## src/rtl/tile_scan.sv

```systemverilog
// Raster sequencer driving the edge-function tile: restart, then stepx/stepy over a w x h window,
// emitting one (x, y, hit) record per pixel. Define TILE_SCAN_HITONLY_EN to emit hit pixels only.
module tile_scan #(
  parameter int XW = 10,
  parameter int YW = 10
) (
  input  logic          clock,
  input  logic          reset_n,
  input  logic          start,
  input  logic [XW-1:0] cfg_w,
  input  logic [YW-1:0] cfg_h,
  output logic          busy,
  output logic          done,
  output logic [1:0]    command,
  input  logic          inside_triangle,
  output logic          pix_valid,
  input  logic          pix_ready,
  output logic [XW-1:0] pix_x,
  output logic [YW-1:0] pix_y,
  output logic          pix_hit,
  output logic          pix_last
);

  typedef enum logic [1:0] {
    IDLE = 2'd0,
    SCAN = 2'd1,
    FIN  = 2'd2
  } state_e;

  localparam logic [1:0] CMD_NOP     = 2'd0;
  localparam logic [1:0] CMD_RESTART = 2'd1;
  localparam logic [1:0] CMD_STEPY   = 2'd2;
  localparam logic [1:0] CMD_STEPX   = 2'd3;

  state_e        state_q, state_d;
  logic [XW-1:0] x_q, x_d;
  logic [YW-1:0] y_q, y_d;
  logic [XW-1:0] w_q, w_d;
  logic [YW-1:0] h_q, h_d;
  logic          done_q, done_d;

  logic [1:0]    cmdRaw;
  logic          lastCol;
  logic          lastRow;
  logic          recValid;
  logic          advance;
  logic          lastQualifier;

  assign lastCol = (x_q == w_q - XW'(1));
  assign lastRow = (y_q == h_q - YW'(1));

`ifdef TILE_SCAN_HITONLY_EN
  // Misses are never offered downstream, so they step the tile without waiting for ready.
  assign recValid      = inside_triangle;
  assign advance       = pix_ready || !inside_triangle;
  assign lastQualifier = inside_triangle;
`else
  assign recValid      = 1'b1;
  assign advance       = pix_ready;
  assign lastQualifier = 1'b1;
`endif

  always_ff @(posedge clock or negedge reset_n) begin
    if (!reset_n) begin
      state_q <= IDLE;
      x_q     <= '0;
      y_q     <= '0;
      w_q     <= '0;
      h_q     <= '0;
      done_q  <= 1'b0;
    end else begin
      state_q <= state_d;
      x_q     <= x_d;
      y_q     <= y_d;
      w_q     <= w_d;
      h_q     <= h_d;
      done_q  <= done_d;
    end
  end

  always_comb begin
    state_d   = state_q;
    x_d       = x_q;
    y_d       = y_q;
    w_d       = w_q;
    h_d       = h_q;
    cmdRaw    = CMD_NOP;
    pix_valid = 1'b0;
    pix_last  = 1'b0;

    unique case (state_q)
      IDLE: begin
        if (start) begin
          if ((cfg_w != '0) && (cfg_h != '0)) begin
            w_d     = cfg_w;
            h_d     = cfg_h;
            x_d     = '0;
            y_d     = '0;
            cmdRaw  = CMD_RESTART;
            state_d = SCAN;
          end else begin
            state_d = FIN;
          end
        end
      end

      SCAN: begin
        pix_valid = recValid;
        pix_last  = lastCol && lastRow && lastQualifier;
        if (advance) begin
          if (!lastCol) begin
            cmdRaw = CMD_STEPX;
            x_d    = x_q + XW'(1);
          end else if (!lastRow) begin
            // The tile returns to column 0 of the next row on stepy.
            cmdRaw = CMD_STEPY;
            x_d    = '0;
            y_d    = y_q + YW'(1);
          end else begin
            state_d = FIN;
          end
        end
      end

      FIN: begin
        state_d = IDLE;
      end

      default: begin
        state_d = IDLE;
      end
    endcase
  end

  assign done_d = (state_d == FIN);

  // Gate with reset so a start held during reset can never leak a restart to the tile.
  assign command  = reset_n ? cmdRaw : CMD_NOP;
  assign busy     = (state_q != IDLE);
  assign done     = done_q;
  assign pix_x    = x_q;
  assign pix_y    = y_q;
  assign pix_hit  = inside_triangle;

endmodule
```

## config.mk

```make
export PLATFORM = sky130hd
export DESIGN_NAME = tile_scan
export DESIGN_NICKNAME = d
export VERILOG_FILES = /design/src/rtl/tile_scan.sv
export SDC_FILE = /design/constraint.sdc
export NUM_CORES = 1
export LEC_CHECK = 0
export CORE_ASPECT_RATIO = 0.7
export CORE_MARGIN = 1.5
export CORE_UTILIZATION = 40
export DETAILED_ROUTE_END_ITERATION = 10
export DONT_BUFFER_PORTS = 1
export SLEW_MARGIN = 40
export SYNTH_ARGS = -nofsm -noshare
export SYNTH_HDL_FRONTEND = slang
export SYNTH_SLANG_ARGS = --single-unit
```

## constraint.sdc

```tcl
create_clock -name clock -period 5.8 [get_ports clock]
set_input_delay 0.29 -clock clock [delete_from_list [all_inputs] [get_ports clock]]
set_output_delay 0.29 -clock clock [all_outputs]
set_load 0.005 [all_outputs]
```

Word level (Yosys, flattened, before mapping)
Cells that the tools add are included.
W data, S select, Z words.
Word-level totals
  register bits after elaboration: 43
  latch bits: 0
  bits in writable memories: 0
  ROM bits: 0
  input port bits: 25
  output and inout bits: 27
  logic and storage cells: 55
  memories: 0
Cells by class
  $add $sub $neg: 4
  multipliers: 0
  div/mod/pow operators: 0
  order comparisons: 0
  equality and inequality tests: 10
  shift-type cells: 0
  multiplexer cells: 25
  bitwise logic cells: 0
  reductions and logical operators: 10
Operator list (number)
  $mux W10: 8
  $pmux W10 S2: 2
  $add A10 B1 Y10 const B: 2
  $eq A10 B10 Y1: 2
  $reduce_bool A10 Y1: 2
  $sub A10 B1 Y10 const B: 2
  $mux W2: 9
  $ne A2 B2 Y1 const B: 5
  $pmux W2 S2: 2
  $reduce_and A6 Y1: 1
  $reduce_and A5 Y1: 1
  $mux W1: 4
  $reduce_bool A2 Y1: 2
  $ne A3 B3 Y1 const B: 1
  $reduce_and A3 Y1: 1
  $eq A2 B1 Y1 const B: 1
  $eq A2 B2 Y1 const B: 1
  $logic_and A1 B1 Y1: 2
  $logic_not A2 Y1: 1

Logic depth before layout (Yosys ltp)
Gate-level depths: netlist (run 1).
  depth after elaboration: 7
  depth in mapped cells: 12
  depth with buffers taken out: 10

Least setup slack after synthesis (run 1)
OpenSTA, ideal clock, no wires.
  path type: register to register
  start point: reg h_q[0]
  end point: reg x_q[9], in the netlist pix_x[9]
  library setup time: 0.077 ns
  arrival: 2.468 ns
  data required time: 5.723 ns
  slack: 3.255 ns
  cell stages (with the launch flop): 10
  buffers on the path: 1
  period minus slack after synthesis: 2.545 ns
  cells stage by stage: dfrtp_1 > or3_1 > buf_2 > o31a_1 > o2111a_1 > o32ai_2 > or2_4 > o21bai_4 > or4_1 > a21oi_1
Between the ends
  cells in the longest elaborated chain, start to end: 4
RTL lines
  start, declared: RTL line 39  | logic [YW-1:0] h_q, h_d;
  start signal, assigned: RTL line 69  | h_q <= '0;
  start signal, assigned: RTL line 76  | h_q <= h_d;
  $sub A10 B1 Y10: RTL line 50  | assign lastRow = (y_q == h_q - YW'(1));
  $eq A10 B10 Y1: RTL line 50
  $ne A3 B3 Y1 (no line)
  $reduce_and A5 Y1 (no line)
  end signal, assigned: RTL line 66  | x_q <= '0;
  end signal, assigned: RTL line 73  | x_q <= x_d;
  end, declared: RTL line 36  | logic [XW-1:0] x_q, x_d;
No other way between the ends.
A chain may end at the register's enable or synchronous reset.

Final worst setup path (run 1)
  start point: reg w_q[0]
  end point: out command[1]
Between the ends
  cells in the longest elaborated chain, start to end: 6
RTL lines
  start, declared: RTL line 38  | logic [XW-1:0] w_q, w_d;
  start signal, assigned: RTL line 75  | w_q <= w_d;
  $sub A10 B1 Y10: RTL line 49  | assign lastCol = (x_q == w_q - XW'(1));
  $eq A10 B10 Y1: RTL line 49
  $mux W2: RTL line 111  | if (!lastCol) begin
  $mux W2: RTL line 110  | if (advance) begin
  $pmux W2 S2: RTL line 91  | unique case (state_q)
  $mux W2: RTL line 138  | assign command = reset_n ? cmdRaw : CMD_NOP;
  end, declared: RTL line 14  | output logic [1:0] command,
No other way between the ends.

==> summary.txt, run 1 <==
Outcome
  – Status: complete, no violations

Global routing
  – Initial antenna violation count: 0
  – Grt ovf: 0
  – Pin count of the biggest net entering global routing: 44
  – Vias in the first global route: 2,002
  – Global-route wire length before repair: between 10,000 and 15,000 um
  – Gr usage total: 19.19%

Power and ir drop
  – PD cells: 269.3 nW/um^2
  – Max rail drop VDD: approximately 0.092 mV
  – Leakage power total: 0.001294 uW

Finish
  – Antenna diode count: 0
  – Area growth syn-to-layout: 6.357%
  – Layout cell share with drive strength beyond 1: 13.29%
  – Final Instance Area: 2952 um^2
  – Most frequent cells in the layout: dfrtp_1, nand2_1, mux2_2, a21oi_1, inv_1
  – Commonest non-fill, non-tap cell in the layout: dfrtp_1
  – Nets@finish: around 320
  – Post-route insts no fill: 380

Synth
  – Avg Inst Size Synth: 9.504 um^2
  – Mapped Area: 2775 um^2
  – Post-synth EDFFs: 0
  – Asr flop ratio synth: 100.0%
  – Synth warnings: 0
  – Post-Syn Nets: 321
  – Register area share after synthesis: 38.77%
  – Top_reg_cell synth: dfrtp_1
  – #FFs+latches synth: 43
  – Yosys cell types: 48
  – Syn Inst Count: 292

Place
  – DP Area: 2841 um^2
  – Port bufs: 0
  – DP Wirelength: ~5000 um
  – Cells after DPL: 372
  – GP Congestion: 0.7996

STA
  – Clock Skew: 0.007782 ns
  – Unrepaired setup endpoints after global routing: false
  – Final Cycle Share: 54.95%
  – Final hold vios: 0
  – Slew @ Worst Pin: around 0.58 ns
  – Fin Setup TNS: 0 ns
  – Endpoints failing setup: 0
  – Max Clk Rate: 0.3138 GHz
  – Slew headroom: around 61%
  – Max-slew violations: 0
  – Tmin final: 3.187 ns

Clock tree
  – Worst skew pair latency: 0.29 ns
  – Sink Count: 43
  – CTS tree: built
  – CTS root buf: clkbuf_8
  – Worst-case clock buffer depth: 2
  – CTS Buf Count: 5
  – H-tree depth: 2
  – Clock-pin slew on the worst setup and hold paths: 0.08 ns
  – Setup bufs post-CTS: 0

Critical path
  – Setup crit end kind: primary output
  – Peak fanout along the critical path: 7
  – Largest stage delay on the critical path: 0.62 ns
  – CP bufs+invs: 1
  – Required @ worst endpoint: 5.51 ns
  – Crit-path leading delay family: simple AND/OR/NAND/NOR gates
  – Critical-path cell list: inv_1 -> ha_1 -> xor2_1 -> o21ai_0 -> a21oi_1 -> nor4_1 -> nand3_1 -> nor4_1 -> nor2_1
  – CP arrival: 2.90 ns
  – CP Launch Type: register
  – Critical path class: reg -> out
  – CP max stage cell: nor4_1
  – Most frequent CP cell: nor4_1

Floorplanning
  – Core area: 6725 um^2
  – Die width: 102.6 um
  – Initial Util: 41.27%
  – Die height: 72.69 um
  – Row cnt: 25
  – Die area: between 7000 and 8000 um^2
  – IO Count: 52

Detailed routing
  – Vias/cell: 5.947
  – Post-route DRC: 0
  – Vias: around 2.3k
  – Number of DRC markers in iteration 0: about 120
  – Final WL: 6909 um
  – DRT antenna net count: 0
  – DRT Pass-1 Iters: 4
  – WL/cell: 18.18 um

Job
  – Max cap viols: 0

Worst hold path
  – Min-delay worst type: in -> reg
per-stage QoR:
step / utilization, % / power (uW) / setup WS [ns] / hold slack, ns
after floorplan: - / 565.6 / 3.255 / -0.005591
final: 43.89 / 794.9 / 2.613 / 0.1394
after global placement: 42.25 / 607.1 / 2.910 / -0.004815
after detailed placement: 42.25 / 613.7 / 2.910 / -0.004908
after CTS: 43.89 / 799.7 / 2.582 / 0.1304
after global routing: 43.89 / 847.8 / 2.319 / 0.1246
registers in the layout, indices dropped and copies added (netlist names):
register  cells
done          1
h_q          10
pix_y        10
state_q       2
pix_x        10
w_q          10
final timing paths:
| kind | from | end | slack, ns | depth (start not counted) |
|---|---|---|---|---|
| worst max-delay path | w_q[0]$_DFFE_PN0P_ | command[1] | 2.61 | 9 |
| worst min-delay path | cfg_h[4] | h_q[4]$_DFFE_PN0P_ | 0.14 | 1 |
| worst max register to register | w_q[0]$_DFFE_PN0P_ | done$_DFF_PN0_ | 2.92 | 10 |
| worst min register to register | state_q[1]$_DFF_PN0_ | state_q[1]$_DFF_PN0_ | 0.50 | 1 |
| max in group asynchronous | reset_n | pix_y[7]$_DFFE_PN0P_ | 5.10 | 2 |
| min in group asynchronous | reset_n | h_q[4]$_DFFE_PN0P_ | 0.48 | 2 |
logic make-up (layout without fill, tap and decap cells):
kind of cell	Yosys count	count (layout)	share of synthesized area [%]
xor gates and xnor gates	21	21	6.627
AOI/OAI and AO/OA	47	47	12.08
and+or+nand+nor	121	121	25.52
buffers and inverters	28	22	4.193
muxes	28	28	11.00
DFF	43	43	38.77
adders and majority gates	4	4	1.803
routing by layer:
layer | global-route usage [%] | share of wire, % | up-vias
met4 | 4.566 | 0.94 | 0
li1 | - | - | 1068
met5 | 0 | 0 | -
met2 | 24.58 | 39 | 64
met3 | 6.034 | 8.9 | 5
met1 | 30.47 | 52 | 1123
cell type report:
type	instances	area, um^2
multi-input cells	221	1588
clock buffers	6	72.57
well taps	94	117.6
flip-flops and latches	43	1076
fillers	655	3774
repair buffers	4	52.55
inverters	12	45.04
worst register-to-register path, cell delays in order, from the launching register on:
cell and delay, ns:
dfrtp_1 0.49, inv_1 0.08, ha_1 0.29, xor2_1 0.16, o21ai_0 0.15, a21oi_1 0.06, nor4_1 0.28, nand3_1 0.31
nor4_1 0.63, nand3_1 0.19, a21oi_1 0.18
Yosys cell counts, drive strengths merged, types with 9 or more instances:
master / count / share of area (%)
a21oi: 13 / 2.3
dfrtp: 43 / 39
nand4: 9 / 2.0
inv: 12 / 1.6
xor2: 10 / 3.2
nand3: 11 / 2.0
mux2: 20 / 8.1
xnor2: 11 / 3.5
clkbuf: 9 / 1.2
nor2: 10 / 1.4
nand2: 31 / 4.2
repair_timing:
item / CTS / global route
gates resized for setup: 0 / 0
hold endpoints to repair: 43 / 0
hold buffers: 2 / 0
report_power, final:
| part | switching [uW] | internal, uW | leakage, uW |
|---|---|---|---|
| sequential | 93.9 | 338 | 0.000552 |
| clock | 96.2 | 80.4 | 0.0000371 |
| combinational | 91.9 | 94.9 | 0.000706 |
| total | 282 | 513 | 0.00129 |
No activity file was read; power rests on OpenSTA's default activity.
==> run 2: changes to the inputs <==
==> constraint.sdc (replaced) <==
create_clock -name clock -period 3.25 [get_ports clock]
set_input_delay 0.1625 -clock clock [delete_from_list [all_inputs] [get_ports clock]]
set_output_delay 0.1625 -clock clock [all_outputs]
set_load 0.005 [all_outputs]
==> summary.txt, run 2 (synthesis gave the netlist of run 1 again) <==
STA
  – Tmin final: around 3.0 ns
  – Clock Skew: 0.009731 ns (+0.001950 ns)
  – Min setup slack post-route: 0.2820 ns (-2.331 ns)
  – Endpoints failing setup: 0 (unchanged)
  – Fin Setup TNS: 0 ns (unchanged)
  – Max-slew violations: 0 (unchanged)
  – Final hold vios: 0 (unchanged)
  – Worst hold slack: 0.01444 ns (-0.1250 ns)
  – Final Cycle Share: 91.32%
  – Slew headroom: 60.38% (-0.73 points)
  – Unrepaired setup endpoints after global routing: false
  – Max Clk Rate: 0.3369 GHz
  – Slew @ Worst Pin: 0.5924 ns (+0.01440 ns)

Global routing
  – Gr usage total: 18.57% (-0.62 points)
  – Vias in the first global route: 2,023 (+1.0%)
  – Initial antenna violation count: 0 (unchanged)
  – Grt ovf: 0 (unchanged)
  – Global-route wire length before repair: 10,650 um (-2.7%)
  – Pin count of the biggest net entering global routing: 44 (unchanged)

Detailed routing
  – WL/cell: 17.03 um (-6.3%)
  – Number of DRC markers in iteration 0: 108 (-13%)
  – Final WL: 6625 um (-4.1%)
  – DRT antenna net count: 0 (unchanged)
  – Post-route DRC: 0 (unchanged)
  – Vias: 2,212 (-2.1%)
  – Vias/cell: 5.686 (-4.4%)
  – DRT Pass-1 Iters: 4 (unchanged)

Floorplanning
  – Initial Util: 41.27% (unchanged)
  – Row cnt: 25 (unchanged)
  – IO Count: 52 (unchanged)
  – Die width: 102.6 um (unchanged)
  – Die height: 72.69 um (unchanged)
  – Die area: 7455 um^2 (unchanged)
  – Core area: 6725 um^2 (unchanged)

Power and ir drop
  – PD cells: 486.4 nW/um^2 (+81%)
  – Switching power share of the total: 34.33% (-1.1 points)
  – Part of the power in registers: 50.6% (-3.7 points)
  – Combinational Power Share: 24.1% (+0.6 points)
  – Max rail drop VDD: 0.1953 mV (+110%)
  – P_sw: 510.7 uW (+81%)
  – Clock group share of total power: 25.3% (+3.1 points)
  – Leakage power total: 0.001350 uW (+4.3%)
  – Int Pwr: 976.8 uW (+90%)

Place
  – DP Wirelength: 4801 um (-4.9%)
  – GP Congestion: 0.7827 (-2.1%)
  – Port bufs: 0 (unchanged)
  – Pre-CTS WS: 0.2257 ns (-2.684 ns)

Worst hold path
  – Hold path startpoint: cfg_h[6]
  – Min-delay worst type: in -> reg
  – Worst hold stages: 1 (unchanged)

Clock tree
  – H-tree depth: 2 (unchanged)
  – CTS tree: built
  – CTS Buf Count: 5 (unchanged)
  – CTS root buf: clkbuf_8
  – Worst skew pair latency: 0.29 ns (about the same)
  – Clock-pin slew on the worst setup and hold paths: 0.08 ns (about the same)
  – Setup bufs post-CTS: 0 (unchanged)
  – Worst-case clock buffer depth: 2 (unchanged)
  – Sink Count: 43 (unchanged)

Critical path
  – CP Launch Type: register
  – Required @ worst endpoint: 3.09 ns (-2.42 ns)
  – Reg2reg start: h_q[0]$_DFFE_PN0P_
  – Largest stage delay on the critical path: 0.48 ns (-0.14 ns)
  – Peak fanout along the critical path: 6 (-1)
  – Critical-path cell list: nor4_4 -> nand2_1 -> o311a_1 -> o41ai_1 -> nand3_1 -> buf_4 -> nor4_2 -> buf_4 -> nor2_1
  – Most frequent CP cell: buf_4
  – CP arrival: 2.81 ns (-0.09 ns)
  – FF-to-FF path depth: 8 (-2)
  – Worst Setup SP: w_q[2]$_DFFE_PN0P_
  – Critical path class: reg -> out
  – CP max stage cell: dfrtp_1
  – Setup crit end kind: primary output

Finish
  – Commonest non-fill, non-tap cell in the layout: dfrtp_1
  – Nets@finish: 323 (+2.2%)
  – Layout cell share with drive strength beyond 1: 16.27% (+3.0 points)
  – Antenna diode count: 0 (unchanged)
  – Area growth syn-to-layout: 10.19%
  – Final core utilization: 45.47% (+1.6 points)
  – Most frequent cells in the layout: dfrtp_1, nand2_1, mux2_2, a21oi_1, inv_1

Outcome
  – Status: complete, no violations

Job
  – Max cap viols: 0 (unchanged)
[run 2: cell types whose count changed in the layout (fill, tap and decap cells not counted), sizes merged]
cell / change
buf: +7
clkbuf: +2
[run 2: layer usage]
layer	up-vias	GRT usage, %	share of wire [%]
met5	-	0	0
met4	0	3.805	0.48
li1	1077	-	-
met3	2	3.831	5.7
met2	60	24.87	40
met1	1073	30.06	54
[run 2: stage by stage]
| stage | power, uW | instance area, um^2 | instances |
|---|---|---|---|
| 4_1_cts | 1501 | 3044 | 389 |
| 5_1_grt | 1594 | 3058 | 389 |
| 3_3_place_gp | 1097 | 2907 | 379 |
| 6_report | 1488 | 3058 | 389 |
| 2_1_floorplan | 1009 | 2775 | 292 |
| 3_5_place_dp | 1103 | 2907 | 379 |
[run 2: final cells by class]
type / instances / area (um^2)
timing repair buffer: 11 / 117.6
inverter: 12 / 45.04
fill: 633 / 3667
sequential: 43 / 1076
multi-input combinational: 221 / 1602
tap: 94 / 117.6
clock buffer: 8 / 100.1
[run 2: critical path, delay by kind of cell (launching register included)]
| kind | cells | cell delay [ns] |
|---|---|---|
| and+or+nand+nor | 5 | 1.22 |
| DFF | 1 | 0.48 |
| buffers and inverters | 2 | 0.40 |
| AOI/OAI and AO/OA | 2 | 0.41 |
[run 2: final timing paths]
kind / to / slack [ns]
setup / recovery: command[1] / 0.28
hold / removal: h_q[6]$_DFFE_PN0P_ / 0.01
setup reg to reg: pix_y[9]$_DFFE_PN0P_ / 0.41
hold reg to reg: state_q[1]$_DFF_PN0_ / 0.48
max in group asynchronous: w_q[8]$_DFFE_PN0P_ / 2.66
min in group asynchronous: h_q[7]$_DFFE_PN0P_ / 0.36
[run 2: what timing repair did]
action | CTS | global route
hold endpoints to repair | 43 | 0
setup endpoints to repair | 0 | 1
gates resized for setup | 0 | 1
hold buffers | 2 | 0
[run 2: power by group through the flow]
stage / Clock (uW) / Sequential (uW) / Combinational, uW
final: 376 / 753 / 358
after floorplan: 0 / 697 / 312
after global routing: 410 / 774 / 410
after global placement: 0 / 764 / 333
after CTS: 389 / 754 / 358
after detailed placement: 0 / 765 / 338
